==> config.mk <==
export PLATFORM = sky130hd
export DESIGN_NAME = k423_id_issue_ctrl
export DESIGN_NICKNAME = d
export VERILOG_FILES = /design/src/rtl/k423_id_issue_ctrl.sv
export SDC_FILE = /design/constraint.sdc
export NUM_CORES = 1
export LEC_CHECK = 0
export CELL_PAD_IN_SITES_DETAIL_PLACEMENT = 2
export CELL_PAD_IN_SITES_GLOBAL_PLACEMENT = 2
export CORE_MARGIN = 2
export CORE_UTILIZATION = 35
export DETAILED_ROUTE_END_ITERATION = 10
export PLACE_DENSITY_LB_ADDON = 0.1
export SLEW_MARGIN = 15
export SYNTH_ARGS = -nofsm -noshare
export SYNTH_HDL_FRONTEND = slang
export SYNTH_SLANG_ARGS = --single-unit
==> constraint.sdc <==
create_clock -name clk_i -period 7.3 [get_ports clk_i]
set_input_delay 0.73 -clock clk_i [delete_from_list [all_inputs] [get_ports clk_i]]
set_output_delay 0.73 -clock clk_i [all_outputs]
set_load 0.01 [all_outputs]
==> src/rtl/k423_id_issue_ctrl.sv <==
// rtl/k423_id_issue_ctrl.sv - id-to-ex issue controller with register scoreboard
//
// Purpose: Tracks in-flight destination registers, stalls RAW/WAW hazards,
//          bounds outstanding instructions and serializes CSR/exception
//          instructions. Owns the id->ex valid/ready handshake.
// Optional feature macro: K423_ISSUE_WB_BYPASS_EN (hazard check ignores a
//          pending bit being cleared by writeback in the same cycle).
// Ports:
//   clk_i, rst_n_i                     clock, async active-low reset
//   id_vld_i / id_rdy_o                decoded instruction handshake
//   dec_grp_i, dec_excp_flag_i         group one-hot, exception flag
//   dec_rs1/rs2/rd_vld_i, *_idx_i      operand valid flags and indices
//   ex_vld_o / ex_rdy_i                issue handshake to ex stage
//   wb_vld_i, wb_rd_idx_i              register writeback
//   retire_i                           one instruction retired
//   flush_i                            pipeline flush
//   busy_o                             outstanding work or not in RUN
module k423_id_issue_ctrl #(
  parameter int MAX_OUTST     = 4,
  parameter int INST_GRP_W    = 5,
  parameter int INST_GRP_CSR  = 4,
  parameter int INST_RSDIDX_W = 5
) (
  input  logic                     clk_i,
  input  logic                     rst_n_i,
  input  logic                     id_vld_i,
  output logic                     id_rdy_o,
  input  logic [INST_GRP_W-1:0]    dec_grp_i,
  input  logic                     dec_excp_flag_i,
  input  logic                     dec_rs1_vld_i,
  input  logic                     dec_rs2_vld_i,
  input  logic                     dec_rd_vld_i,
  input  logic [INST_RSDIDX_W-1:0] dec_rs1_idx_i,
  input  logic [INST_RSDIDX_W-1:0] dec_rs2_idx_i,
  input  logic [INST_RSDIDX_W-1:0] dec_rd_idx_i,
  output logic                     ex_vld_o,
  input  logic                     ex_rdy_i,
  input  logic                     wb_vld_i,
  input  logic [INST_RSDIDX_W-1:0] wb_rd_idx_i,
  input  logic                     retire_i,
  input  logic                     flush_i,
  output logic                     busy_o
);

  localparam int              CNT_W   = $clog2(MAX_OUTST + 1);
  localparam logic [CNT_W-1:0] CNT_MAX = CNT_W'(MAX_OUTST);
  localparam logic [CNT_W-1:0] CNT_ONE = CNT_W'(1);

  typedef enum logic [1:0] {
    ST_RUN    = 2'd0,
    ST_DRAIN  = 2'd1,
    ST_SERIAL = 2'd2
  } state_e;

  state_e           state_q, state_d;
  logic [31:0]      pend_q, pend_d;
  logic [CNT_W-1:0] cnt_q, cnt_d;

  logic [31:0] wb_clear;
  logic [31:0] pend_chk;
  logic        hazard;
  logic        cnt_zero;
  logic        full;
  logic        serial;
  logic        offer;
  logic        fire;
  logic        unused_grp;

  // Only the CSR bit of the group vector matters here.
  assign unused_grp = ^dec_grp_i;

  always_comb begin
    wb_clear = '0;
    if (wb_vld_i) wb_clear[wb_rd_idx_i] = 1'b1;
`ifdef K423_ISSUE_WB_BYPASS_EN
    // Regfile writes through, so a register retiring this cycle is readable now.
    pend_chk = pend_q & ~wb_clear;
`else
    pend_chk = pend_q;
`endif
  end

  assign hazard   = (dec_rs1_vld_i & pend_chk[dec_rs1_idx_i]) |
                    (dec_rs2_vld_i & pend_chk[dec_rs2_idx_i]) |
                    (dec_rd_vld_i  & pend_chk[dec_rd_idx_i]);
  assign cnt_zero = (cnt_q == '0);
  assign full     = (cnt_q == CNT_MAX);
  assign serial   = dec_grp_i[INST_GRP_CSR] | dec_excp_flag_i;

  always_comb begin
    state_d = state_q;
    offer   = 1'b0;
    unique case (state_q)
      ST_RUN: begin
        if (id_vld_i) begin
          if (!serial)        offer   = ~hazard & ~full;
          else if (!cnt_zero) state_d = ST_DRAIN;
          else                offer   = ~hazard;
        end
      end
      // cnt==0 implies not full, so only the hazard gates the held instruction.
      ST_DRAIN:  offer = cnt_zero & ~hazard;
      ST_SERIAL: if (cnt_zero) state_d = ST_RUN;
      default:   state_d = ST_RUN;
    endcase

    // Gated by reset so nothing is offered while the core is held in reset.
    ex_vld_o = rst_n_i & ~flush_i & id_vld_i & offer;
    fire     = ex_vld_o & ex_rdy_i;
    id_rdy_o = fire;

    if (fire && serial) state_d = ST_SERIAL;

    cnt_d = cnt_q;
    unique case ({fire, retire_i & ~cnt_zero})
      2'b10:   cnt_d = cnt_q + CNT_ONE;
      2'b01:   cnt_d = cnt_q - CNT_ONE;
      default: cnt_d = cnt_q;
    endcase

    // Clear first, then set, so a same-index set in the same cycle wins.
    pend_d = pend_q & ~wb_clear;
    if (fire && dec_rd_vld_i && (dec_rd_idx_i != '0)) pend_d[dec_rd_idx_i] = 1'b1;
    pend_d[0] = 1'b0;

    if (flush_i) begin
      pend_d  = '0;
      cnt_d   = '0;
      state_d = ST_RUN;
    end
  end

  always_ff @(posedge clk_i or negedge rst_n_i) begin
    if (!rst_n_i) begin
      state_q <= ST_RUN;
      pend_q  <= '0;
      cnt_q   <= '0;
    end else begin
      state_q <= state_d;
      pend_q  <= pend_d;
      cnt_q   <= cnt_d;
    end
  end

  assign busy_o = ~cnt_zero | (state_q != ST_RUN);

endmodule

==> run metrics, run 1 <==
commonest non-fill, non-tap cells in the layout=dfrtp_1 (36), nand2_1 (33), clkdlybuf4s50_1 (33); Setup WS post-layout=approximately 2.4 ns; Die ar.=approximately 8800 µm²; Num CTS Buffers=5; post_cts resized=0; Final #Nets=between 300 and 400; outcome=complete, no violations; Hold EP=state_q[0]; async set-reset flop share out of synthesis=between 90% and 100%; top sig layer=met4; DP HPWL=7.34 mm; vias per std cell=slightly above 6; CP startpoint=dec_rd_idx_i[1]; Chip Height=93.8 µm; Max Cap Viol=0; crit path kind=in2out; Cell Rows=32; synth-to-layout area growth=15.6%; cell area after synthesis=around 2800 µm²; Hold Fails Final Rpt=0; HP Class=reg2reg; power density cells=158 nW/µm²; Hold WS=0.498 ns; clk_lat worst skew=between 0.2 and 0.3 ns; CP required=approximately 6.6 ns; largest net degree at the start of global routing=38; hold_sp=state_q[1]; drc violations=0; Place WS=roughly 2.4 ns; Reg clk slew, reported paths=0.07 ns; Max Fclk=0.205 GHz; Leak=1.28 nW; Worst-Margin Slew=approximately 1.1 ns; M1 WL=4.66 mm; final instance area=approximately 3300 µm²; Diodes inserted=0; WL/cell=roughly 24 µm; commonest non-fill, non-tap cell in the layout=dfrtp_1; vias=2443; CTS Hold Bufs=0; Rel. slew slack=between 20% and 30%; number of top-level pins=39; layout cells sized above 1=~16%; Initial Util=a little over a third; Synth Instances=278; Post-DP Area=~3200 µm²; CTS tree=done; #FFs+latches synth=36; first-pass GRT wire length=roughly 15 mm; Placed Instances=393; Core Footprint=7770 µm²; setup TNS=0 ns; Critical Path Source Type=primary input; DRT Pass-1 Iters=4; period utilization=~67%; met3 WL post-DR=340 µm; post-synth top area cell=dfrtp_1; RSZ-0062 raised after global routing=false; antenna violations before repair=0; IO Port Bufs=34; Final Setup Violations=0; reg2reg end=cnt_q[2]; Overflow after GRT=0; Finished Layout Cells=401; R2R depth=11; clock root cell=clkbuf_8; worst r2r src=pend_chk[3]; Hold Path Depth=1; Final min period=roughly 4.9 ns; critical path endpoint category=primary output; Avg Inst Size Synth=roughly 10 µm²; Setup Fix Bufs, Post-CTS=0; EDFF count, synth=0; Routed Antenna Nets=0; final wirelength=a little under 10 mm; R2R Setup Slk=3.93 ns; post-synth top area share=31.9%; post-synth cell types=56; Die X=around 94 µm; Syn Nets=about 320; maximum vdd drop=0.0665 mV; Synth area leaders=dfrtp_1 (32%), mux4_2 (15%), mux2i_1 (4.6%), nand2_1 (4.4%), nand3_1 (3.0%); vias in the first global route=2599; Worst Skew=between 0.004 and 0.005 ns; Total GRT Usage=23.6%; YS warnings=0; htree depth=2; register area share after synthesis=about a third; fin. max-slew vios=0; DRT iter0 DRCs=roughly 120; CTS Buffer Depth=2; Clock Sinks=36; Critical Path AT=about 4.1 ns; crit-path max FO=15; metal2 WL=roughly 4.5 mm; Placer Congestion=between 0.8 and 0.9; Most used DFF post-synth=dfrtp_1
worst max-delay path by stage:
stage / to / slack [ns] / depth (start not counted)
floorplan: cnt_q[2] / 3.69 / 12
global route: id_rdy_o / 2.21 / 8
finish: id_rdy_o / 2.43 / 8
global placement: id_rdy_o / 2.42 / 8
detailed placement: id_rdy_o / 2.41 / 8
CTS: id_rdy_o / 2.40 / 8
report_power, final:
part | internal [mW] | switching [mW]
Combinational | 0.0690 | 0.0776
Clock | 0.0768 | 0.0768
Sequential | 0.207 | 0.00832
metal layers:
layer | vias up | track usage (%)
met3 | 10 | 3.53
li1 | 1118 | -
met5 | - | 0
met2 | 57 | 36.9
met1 | 1258 | 34.0
met4 | 0 | 6.52
through the flow:
stage               power [mW]  util, %
finish                   0.515     42.0
detailed placement       0.368     40.8
global route             0.543     42.0
CTS                      0.521     42.0
global placement         0.362     40.8
floorplan                0.306        -
worst max-delay path: stages:
cell and delay (ns):
clkdlybuf4s50_1 0.99, mux4_2 0.61, o2bb2ai_1 0.14, a211oi_1 0.27, o221a_2 0.30, nor2_1 0.07
nor3b_1 0.39, clkdlybuf4s50_1 0.63
cells in the mapped netlist (2+ instances only):
| cell type | instances |
|---|---|
| and2_1 | 3 |
| o21ai_2 | 8 |
| o211ai_1 | 9 |
| nor2_1 | 16 |
| a21oi_1 | 2 |
| clkbuf_1 | 11 |
| buf_6 | 3 |
| o21ai_0 | 8 |
| nor2b_1 | 8 |
| a31o_2 | 6 |
| nor3b_1 | 6 |
| nand3b_1 | 8 |
| nand2b_1 | 3 |
| nand4_1 | 2 |
| o211a_1 | 3 |
| a21boi_0 | 2 |
| o311a_1 | 3 |
| dfrtp_1 | 36 |
| a31oi_1 | 2 |
| nand3_1 | 17 |
| mux4_2 | 19 |
| inv_1 | 3 |
| buf_4 | 3 |
| buf_2 | 3 |
| nand2_1 | 33 |
| mux2i_1 | 13 |
| and3_1 | 2 |
| a22oi_1 | 2 |
| a32o_1 | 8 |
| nor3_1 | 6 |
| or3_1 | 4 |
| a41o_1 | 2 |
state kept, by name, summed over array words and instances, names as in the netlist:
name	cells
state_q	2
pend_chk	31
cnt_q	3
area by class of cell:
type | count | area [µm²]
fill | 843 | 4500
multi-input combinational | 217 | 1790
sequential | 36 | 901
timing repair buffer | 34 | 335
tap | 102 | 128
clock buffer | 7 | 86.3
inverter | 4 | 15.0
clock inverter | 1 | 7.51
kinds of logic (layout without fill, tap and decap cells):
family          Yosys count  in the layout  synth area share [%]
xor+xnor                  1              1                 0.841
flops                    36             36                  31.9
simple gates            114            114                  21.8
fa+ha+maj                 1              1                 0.709
compound gates           67             67                  19.4
buf+inv                  25             46                  4.65
mux                      34             34                  20.7
(Power assumes the default switching activity.)
==> run 2: changes to the inputs <==
==> constraint.sdc (replaced) <==
create_clock -name clk_i -period 4.8 [get_ports clk_i]
set_input_delay 0.48 -clock clk_i [delete_from_list [all_inputs] [get_ports clk_i]]
set_output_delay 0.48 -clock clk_i [all_outputs]
set_load 0.01 [all_outputs]
==> run 2 against run 1 <==
Clock power rose by 56%; power rose by 54%; combinational power rose by 53%; sequential cell count did not move; die area did not move; utilization rose by 0.63 points; global-route usage rose by 0.23 points; sequential power rose by 52%; first-iteration DRC count rose by 66%; register-to-register slack got worse by 2.5 ns; cell count rose by 1.5%; critical path type unchanged; critical endpoint unchanged.
==> run metrics, run 2 (synthesized netlist as in run 1, its figures left out) <==
WL/cell=~24 µm; CP required=about 4.3 ns; Clock Sinks=36; post_cts resized=0; Routed Antenna Nets=0; Register Area=between 900 and 1000 µm²; Worst-Margin Slew=between 1 and 1.5 ns; clock root cell=clkbuf_8; Critical Path Source Type=primary input; filler cell count in the final layout=about 840; Cell Rows=32; commonest non-fill, non-tap cell in the layout=dfrtp_1; slowest stage cell, crit path=clkdlybuf4s50_1; Worst Skew=0.00580 ns; Total GRT Usage=between 20% and 30%; number of top-level pins=39; RSZ-0062 raised after global routing=false; vias per std cell=between 6 and 7; fin. max-slew vios=0; clk_lat worst skew=roughly 0.3 ns; period utilization=87.5%; Hold Fails Final Rpt=0; critical path endpoint category=primary output; Global Route met1 Usage=about a third; CP peak stage delay=0.88 ns; crit-path max FO=10; Final Setup Violations=0; Setup Fix Bufs, Post-CTS=0; Place WS=0.382 ns; Hold WS=0.290 ns; crit path kind=in2out; footprint of the multi-input gates=between 1500 and 2000 µm²; Die ar.=between 8000 and 9000 µm²; most used cell along the critical path=clkdlybuf4s50_1; Setup WS post-layout=0.598 ns; commonest non-fill, non-tap cells in the layout=dfrtp_1 (36), nand2_1 (33), clkdlybuf4s50_1 (33); Initial Util=36.4%; HP Class=in2async; Final min period=4.20 ns; Placer Congestion=0.836; antenna violations before repair=0; Leak=approximately 1.3 nW; max reg flops=31; Critical Path AT=around 3.7 ns; htree depth=2; GRT met3 Usage=2.81%; synth-to-layout area growth=17.3%; Max Cap Viol=0; DRT Pass-1 Iters=4; Overflow after GRT=0; crit-path cells=clkdlybuf4s50_1, mux4_2, a22oi_1, a31oi_1, a31oi_2, nand2_1, nor3b_1, clkdlybuf4s50_1; DP HPWL=about 7.5 mm; vias in the first global route=~2600; Reg clk slew, reported paths=around 0.08 ns; Top delay family on crit path=buffers and inverters; CTS tree=done; final wirelength=9.79 mm; CTS Hold Bufs=0; IO Port Bufs=34; maximum vdd drop=around 0.11 mV; Diodes inserted=0; M2 GR Usage=between 30% and 40%; drc violations=0; Chip Height=93.8 µm; outcome=complete, no violations; power density cells=around 240 nW/µm²; CP bufs+invs=2; vias=2501; Max Fclk=approximately 0.24 GHz; Final #Nets=roughly 340; R2R Setup Slk=between 1 and 1.5 ns; CTS Buffer Depth=2; first-pass GRT wire length=about 16 mm; Die X=around 94 µm; DRT iter0 DRCs=197; busiest layer in global routing=met2; Core Footprint=around 8000 µm²; setup TNS=0 ns; Num CTS Buffers=5; Rel. slew slack=between 20% and 30%; layout cells sized above 1=between 10% and 20%; largest net degree at the start of global routing=37
[run 2: worst paths after layout]
kind / depth (start not counted) / from / endpoint
worst max register to register: 11 / pend_chk[3] / cnt_q[2]
worst max-delay path: 8 / dec_rs1_idx_i[1] / id_rdy_o
worst min register to register: 1 / state_q[1] / state_q[0]
worst min-delay path: 2 / rst_n_i / pend_chk[15]
min in group clk_i: 1 / state_q[1] / state_q[0]
max in group asynchronous: 2 / rst_n_i / state_q[0]
[run 2: layout make-up]
class,count,area share [%]
timing repair buffer,40,11.5
sequential,36,27.2
multi-input combinational,217,54.1
clock buffer,6,2.49
inverter,4,0.453
clock inverter,2,0.453
tap,102,3.85
[run 2: routing by layer]
metal  share of wire (%)  wire (µm)
met1                  47       4590
met2                  47       4620
met3                 4.9        476
met4                0.96         94
met5                   0          0
[run 2: through the flow]
stage	instance area, µm²	instances	power (mW)	util [%]
detailed placement	3220	399	0.560	41.4
global route	3310	407	0.829	42.7
CTS	3310	407	0.800	42.7
finish	3310	407	0.792	42.7
floorplan	2830	278	0.466	-
global placement	3220	399	0.556	41.4
[run 2: report_power, final]
| part | leakage (nW) | switching (mW) | internal (mW) |
|---|---|---|---|
| combinational | 0.767 | 0.118 | 0.108 |
| sequential | 0.502 | 0.0124 | 0.314 |
| clock | 0.0434 | 0.123 | 0.116 |
==> run 3: changes to the inputs <==
--- a/config.mk
+++ b/config.mk
@@ -10,7 +10,8 @@
 export CORE_MARGIN = 2
 export CORE_UTILIZATION = 35
 export DETAILED_ROUTE_END_ITERATION = 10
-export PLACE_DENSITY_LB_ADDON = 0.1
+export DONT_BUFFER_PORTS = 1
+export PLACE_DENSITY = 0.72
 export SLEW_MARGIN = 15
 export SYNTH_ARGS = -nofsm -noshare
 export SYNTH_HDL_FRONTEND = slang
==> run 3 against run 2 <==
Count of clock-buffer cells in the layout grew 1; clock skew shrank 0.0021 ns; utilization shrank 4.3 points; die area is the same; sequential power is essentially flat; global-route usage shrank 1.1 points; critical path depth grew 3; register-to-register slack lost 0.19 ns; first-iteration DRC count shrank 46%; worst setup slack gained 0.63 ns; via count shrank 6.6%; combinational power shrank 31%; highest routed layer unchanged.
==> run metrics, run 3 (synthesized netlist as in run 1, its figures left out) <==
outcome=complete, no violations; Total GRT Usage=between 20% and 30%; crit-path max FO=4; maximum vdd drop=between 0.09 and 0.1 mV; Overflow after GRT=0; P_int=approximately 570 µW; WL/cell=approximately 26 µm; setup TNS=0 ns; fin. max-slew vios=0; Die ar.=approximately 8800 µm²; final wirelength=9.50 mm; Reg clk slew, reported paths=0.08 ns; CP startpoint=pend_chk[19]; Setup Fix Bufs, Post-CTS=0; reg2reg end=cnt_q[2]; DP HPWL=7.21 mm; clock root cell=clkbuf_8; max reg flops=31; IO Port Bufs=0; CTS tree=done; Worst Skew=0.00366 ns; Placed Instances=between 300 and 400; Leak=1.18 nW; Final Setup Violations=0; commonest non-fill, non-tap cells in the layout=dfrtp_1 (36), nand2_1 (33), mux4_2 (19); Critical Path AT=roughly 3.8 ns; NetSw=217 µW; CTS Buffer Depth=2; Comb power frac=19.9%; Critical Path Source Type=flip-flop; Routed Antenna Nets=0; Die X=93.8 µm; Hold Fails Final Rpt=0; antenna violations before repair=0; Sw Share=roughly 28%; RSZ-0062 raised after global routing=false; crit path kind=reg2reg; Sequential Power Share=41.7%; filler cell count in the final layout=approximately 830; Max Cap Viol=0; R2R Setup Slk=approximately 1.2 ns; Cell Rows=32; HP Class=in2async; Clk pwr share=a little under two fifths; vias per std cell=roughly 6.3; vias in the first global route=roughly 2500; synth-to-layout area growth=5.58%; Register Area=~900 µm²; first-pass GRT wire length=roughly 15 mm; CTS Hold Bufs=1; R2R depth=11; clk_lat worst skew=about 0.29 ns; Diodes inserted=0; Rel. slew slack=31.2%; largest net degree at the start of global routing=37; htree depth=2; DRT Pass-1 Iters=4; Final #Nets=about 300; CP required=4.98 ns; Clock Sinks=36; DRT iter0 DRCs=between 100 and 150; post_cts resized=0; commonest non-fill, non-tap cell in the layout=dfrtp_1; Final min period=between 3 and 4 ns; Core Footprint=about 7800 µm²; Placer Congestion=roughly 0.84; power density cells=approximately 260 nW/µm²; footprint of the multi-input gates=between 1500 and 2000 µm²; Max Fclk=around 0.28 GHz; Num CTS Buffers=5; drc violations=0; layout cells sized above 1=between 15 and 20%; Finished Layout Cells=about 370; Worst-Margin Slew=slightly above 1 ns; vias=roughly 2300; critical path endpoint category=flip-flop; Initial Util=between 30% and 40%; worst r2r src=pend_chk[19]; period utilization=74.5%; Chip Height=~94 µm; number of top-level pins=39
## run 3: cell types whose count changed in the layout (fill, tap and decap cells not counted), sizes merged
cell           previous run  this run
clkdlybuf4s50            33         0
buf                       7         1
clkinvlp                  2         0
bufinv                    0         1
clkbuf                    6         7
## run 3: how the worst max path moves through the flow
stage	depth (start not counted)	slack, ns	endpoint
global route	11	0.96	cnt_q[2]
global placement	11	1.25	cnt_q[2]
floorplan	12	1.44	cnt_q[2]
finish	11	1.22	cnt_q[2]
detailed placement	11	1.15	cnt_q[2]
CTS	11	1.19	cnt_q[2]
## run 3: critical path, cell delays in order (launching register included)
cell	delay (ns)
dfrtp_1	0.42
mux4_2	0.51
nand2b_1	0.16
a311oi_1	0.23
o221a_2	0.29
nor2_1	0.08
nor3b_1	0.57
nor2_1	0.13
fa_1	0.42
and2_1	0.16
mux2i_1	0.14
mux2_2	0.34
## run 3: routing by layer
metal / global-route usage (%) / vias to the layer above / routed length, µm
met5: 0 / - / 0
met3: 3.85 / 18 / 494
met4: 7.00 / 0 / 259
met2: 36.7 / 56 / 4510
li1: - / 1051 / -
met1: 31.2 / 1211 / 4230
## run 3: per-stage QoR
| stage | setup slack (ns) | area [µm²] | utilization, % | total power [mW] | hold slack (ns) |
|---|---|---|---|---|---|
| floorplan | 1.44 | 2830 | - | 0.466 | 0.184 |
| global placement | 1.25 | 2840 | 36.5 | 0.472 | 0.186 |
| detailed placement | 1.15 | 2840 | 36.5 | 0.482 | 0.186 |
| CTS | 1.19 | 2980 | 38.4 | 0.789 | 0.0226 |
| global route | 0.959 | 2980 | 38.4 | 0.821 | 0.0169 |
| finish | 1.22 | 2980 | 38.4 | 0.784 | 0.0169 |
## run 3: final cells by class
type | instances | share of cell area (%)
Clock buffer | 7 | 3.23
Clock inverter | 1 | 1.01
Inverter | 4 | 0.503
Multi-Input combinational cell | 217 | 60.1
Sequential cell | 36 | 30.2
Tap cell | 102 | 4.28
Timing Repair Buffer | 1 | 0.671
## run 3: power by group through the flow
stage,Clock [mW],Combinational (mW),Sequential (mW)
2_1_floorplan,0,0.137,0.329
3_3_place_gp,0,0.140,0.332
3_5_place_dp,0,0.149,0.333
4_1_cts,0.304,0.158,0.327
5_1_grt,0.317,0.174,0.330
6_report,0.301,0.156,0.327
==> RTL edit 1 (settings of run 2) <==
Add a define of `K423_ISSUE_WB_BYPASS_EN`.
--- a/src/rtl/k423_id_issue_ctrl.sv
+++ b/src/rtl/k423_id_issue_ctrl.sv
@@ -15,6 +15,8 @@
 //   retire_i                           one instruction retired
 //   flush_i                            pipeline flush
 //   busy_o                             outstanding work or not in RUN
+`define K423_ISSUE_WB_BYPASS_EN
+
 module k423_id_issue_ctrl #(
   parameter int MAX_OUTST     = 4,
   parameter int INST_GRP_W    = 5,
Behaviour: not the same (Yosys sat finds a counterexample within 4 cycles, from zero or initial values and one cycle with rst_n_i low).
==> RTL edit 1 against run 2 <==
Final area is 29% higher. Routed wire length is 52% higher. Critical endpoint is now ex_vld_o. Area after synthesis is 28% higher. Largest power group unchanged. Die area is 27% higher. Sequential share of layout area is 6.2 points lower. Synthesized cell count is 47% higher. Power is 18% higher. Setup slack worse by 0.15 ns. Sequential cell count stayed put. Non-clock buffer count is 19 higher.
==> RTL edit 1: results <==
critical_path:
  reg2reg_depth: 13
  rrSetupSlack_ns: 1.16
  reg2reg_from: "cnt_q[0]"
  slowest_stage: "clkdlybuf4s50_1"
  critPathArrivalTime_ns: 3.87
  cp_max_fo: 13
power_and_ir_drop:
  power_leakage_nw: 1.59
  peakVddDrop_uv: 279
  switching_share_pct: 34.9
synth:
  ys_types: 70
  synth_area_leaders: "dfrtp_1, mux2i_1, o32ai_2"
  ys_seq_area_share_pct: 24.8
  netlist_instances: 410
  syn_nets: 447
  synth-async-reset-ratio_pct: 100
  synth_common_cells: "dfrtp_1, o21ai_0, mux2i_1"
cells_and_area:
  diodes: 0
  fillers: 1138
  nets: 480
  layout-drive-gt1-share_pct: 18.2
drt:
  detail_route.iter0.violations: 166
  wl_per_cell_um: 25.6
  routed-via-count: 3646
  wirelength_mm: 14.8
global_routing:
  grt_pass1_vias: 4048
  grt_util_all_layers_pct: 27.5
  grt_max_degree: 45
  grt_pass1_wl_mm: 23.5
status:
  status: "finished, final reports clean"
place:
  globalplace.congestion: 0.898
  dp.cells: 572
  place_hpwl_mm: 11.2
  preCtsSetupSlack_ns: 0.364
clock_network:
  clk_pin_slew_ns: 0.08
  cts-htree-levels: 2
sta:
  tightest_slew_ns: 0.651
  fin_worst_skew_ns: 0.0108
RTL edit 1: kinds of logic (layout without fill, tap and decap cells):
kind of cell	Yosys count	after routing	synth area share, %
buf+inv	43	77	5.21
fa+ha+maj	1	1	0.552
mux	45	45	13.4
xor+xnor	6	6	1.86
compound gates	136	136	29.8
simple gates	143	143	24.4
flops	36	36	24.8
RTL edit 1: layer usage:
metal | vias up | global-route usage (%) | wire (um)
met4 | 0 | 12.4 | 568
met1 | 1878 | 34.7 | 6590
met2 | 73 | 46.5 | 7190
met3 | 37 | 3.77 | 489
met5 | - | 0 | 0
li1 | 1658 | - | -
RTL edit 1: how the worst max path moves through the flow:
stage,end,from,slack [ns]
after floorplan,cnt_q[2],dec_rs2_idx_i[0],1.19
after global placement,cnt_q[2],wb_rd_idx_i[2],0.46
after detailed placement,cnt_q[2],wb_rd_idx_i[2],0.36
after CTS,ex_vld_o,dec_rd_idx_i[0],0.47
after global routing,ex_vld_o,dec_rd_idx_i[0],0.27
final,ex_vld_o,dec_rd_idx_i[0],0.45
RTL edit 1: power groups by stage:
stage          Combinational [W]  Sequential, W  Clock (W)
2_1_floorplan           0.000190       0.000334          0
3_3_place_gp            0.000319       0.000338          0
3_5_place_dp            0.000325       0.000339          0
4_1_cts                 0.000327       0.000333   0.000288
5_1_grt                 0.000359       0.000336   0.000299
6_report                0.000325       0.000333   0.000279
RTL edit 1: metrics by stage:
| step | hold slack (ns) | cell area [um2] |
|---|---|---|
| after global routing | 0.296 | 4290 |
| final | 0.256 | 4290 |
| after CTS | 0.276 | 4290 |
| after global placement | 0.491 | 4180 |
| after floorplan | 0.184 | 3630 |
| after detailed placement | 0.505 | 4180 |
RTL edit 1: cell type report:
class | count | area share [%]
tap | 136 | 3.97
sequential | 36 | 21.0
clock buffer | 5 | 1.61
multi-input combinational | 331 | 59.2
clock inverter | 3 | 0.992
inverter | 10 | 0.876
timing repair buffer | 59 | 12.4
==> RTL edit 2 (config.mk and constraints of run 2) <==
Without the edit above. The 3 states of `state_e` get a one-hot encoding in 3 bits.
--- a/src/rtl/k423_id_issue_ctrl.sv
+++ b/src/rtl/k423_id_issue_ctrl.sv
@@ -46,10 +46,10 @@
   localparam logic [CNT_W-1:0] CNT_MAX = CNT_W'(MAX_OUTST);
   localparam logic [CNT_W-1:0] CNT_ONE = CNT_W'(1);
 
-  typedef enum logic [1:0] {
-    ST_RUN    = 2'd0,
-    ST_DRAIN  = 2'd1,
-    ST_SERIAL = 2'd2
+  typedef enum logic [2:0] {
+    ST_RUN    = 3'b001,
+    ST_DRAIN  = 3'b010,
+    ST_SERIAL = 3'b100
   } state_e;
 
   state_e           state_q, state_d;
Function: same outputs for any inputs over 4 cycles, from zero or initial values and one cycle with rst_n_i low; so few cycles prove little.
==> RTL edit 2 against run 2 <==
Power down 4.7%. Critical path type unchanged. Area after synthesis rose by 6.6%. Global-route usage decreased by 0.67 points. Routed wire length rose by 7.7%. Sequential cell count rose by 1. Register-to-register slack got worse by 0.13 ns. Sequential share of layout area decreased by 0.98 points. Critical path depth down 1. Setup slack gained 0.076 ns. Final area rose by 6.8%. Critical endpoint unchanged.
==> RTL edit 2: results <==
sta:
  fin_worst_skew_ns: 0.00898
  tightest_slew_ns: 0.749
  period_share_pct: 86.0
global_routing:
  grt_max_degree: 42
  use_met2_pct: 39.0
  met1_usage_pct: 32.1
  grt_pass1_vias: 3002
  grt_util_all_layers_pct: 23.1
drt:
  routed-via-count: 2710
  detail_route.iter0.violations: 106
  wl_per_cell_um: 23.2
place:
  place_hpwl_mm: 7.91
  globalplace.congestion: 0.875
synth:
  ys_types: 50
  netlist_instances: 317
  ys_seq_area_share_pct: 30.8
  synth_area_leaders: "dfrtp_1, mux4_2, mux2i_1"
  syn_nets: 354
status:
  status: "finished, final reports clean"
cells_and_area:
  final_cell_count_no_fill: 454
  layout-drive-gt1-share_pct: 14.3
  nets: 385
power_and_ir_drop:
  switching_share_pct: 32.5
  peakVddDrop_uv: 135
  power_leakage_nw: 1.38
critical_path:
  critPathArrivalTime_ns: 3.65
RTL edit 2: changes by cell type after synthesis, moves of 7 or more:
cell / change
a32o_1: -8
mux2i_1: +14
nand3_1: -7
nand3b_1: +15
nor2b_1: +11
o211ai_1: -9
o21ai_0: +8
o21ai_1: +30
o21ai_2: -8
RTL edit 2: power by group through the flow:
stage          combinational [W]  sequential, W  clock, W
2_1_floorplan           0.000115       0.000333         0
3_3_place_gp            0.000195       0.000335         0
3_5_place_dp            0.000200       0.000335         0
4_1_cts                 0.000203       0.000329  0.000231
5_1_grt                 0.000221       0.000331  0.000242
6_report                0.000200       0.000329  0.000226
RTL edit 2: metrics by stage:
stage | cell area, um2 | utilization [%] | total power [W] | setup WS [ns] | hold slack [ns]
final | 3540 | 42.8 | 0.000754 | 0.673 | 0.301
after detailed placement | 3450 | 41.8 | 0.000535 | 0.414 | 0.512
after global placement | 3450 | 41.8 | 0.000530 | 0.489 | 0.505
after floorplan | 3010 | - | 0.000447 | 1.09 | 0.184
after global routing | 3540 | 42.8 | 0.000794 | 0.554 | 0.337
after CTS | 3540 | 42.8 | 0.000763 | 0.638 | 0.327
RTL edit 2: final timing paths:
| path | start | end | slack, ns | cells past startpoint |
|---|---|---|---|---|
| setup / recovery | dec_rs1_idx_i[0] | id_rdy_o | 0.67 | 7 |
| hold / removal | rst_n_i | pend_chk[25] | 0.30 | 2 |
| setup reg to reg | pend_chk[20] | cnt_q[2] | 1.28 | 10 |
| hold reg to reg | state_q[1] | state_q[2] | 0.54 | 1 |
| max in group asynchronous | rst_n_i | state_q[0] | 4.12 | 2 |
| min in group clk_i | state_q[1] | state_q[2] | 0.54 | 1 |
RTL edit 2: kinds of logic (layout without fill, tap and decap cells):
kind of cell             Yosys count  in the layout  share of synthesized area [%]
AO/OA/AOI/OAI                     68             68                           14.0
XOR/XNOR                           1              1                          0.540
adder cells (fa/ha/maj)            1              1                          0.665
buffers and inverters             22             54                           3.08
flip-flops                        37             37                           30.8
multiplexers                      44             44                           20.2
AND/OR/NAND/NOR                  144            144                           30.8
RTL edit 2: area by class of cell:
type / instances / area, um2
Fill cell: 926 / 4720
Multi-Input combinational cell: 258 / 1990
Sequential cell: 37 / 927
Timing Repair Buffer: 40 / 380
Tap cell: 105 / 131
Clock buffer: 5 / 68.8
Inverter: 6 / 22.5
Clock inverter: 3 / 17.5
RTL edit 2: critical path, cell delays in order:
cell	delay [ns]
clkdlybuf4s50_1	0.75
mux4_2	0.58
mux4_2	0.47
o2111a_2	0.32
nor4_4	0.26
buf_4	0.22
clkdlybuf4s50_1	0.55
RTL edit 2: layer usage:
metal  share of wire [%]  routed length, um
met1                  47               4990
met2                  49               5120
met4                 1.1                120
met3                 3.0                314
met5                   0                  0
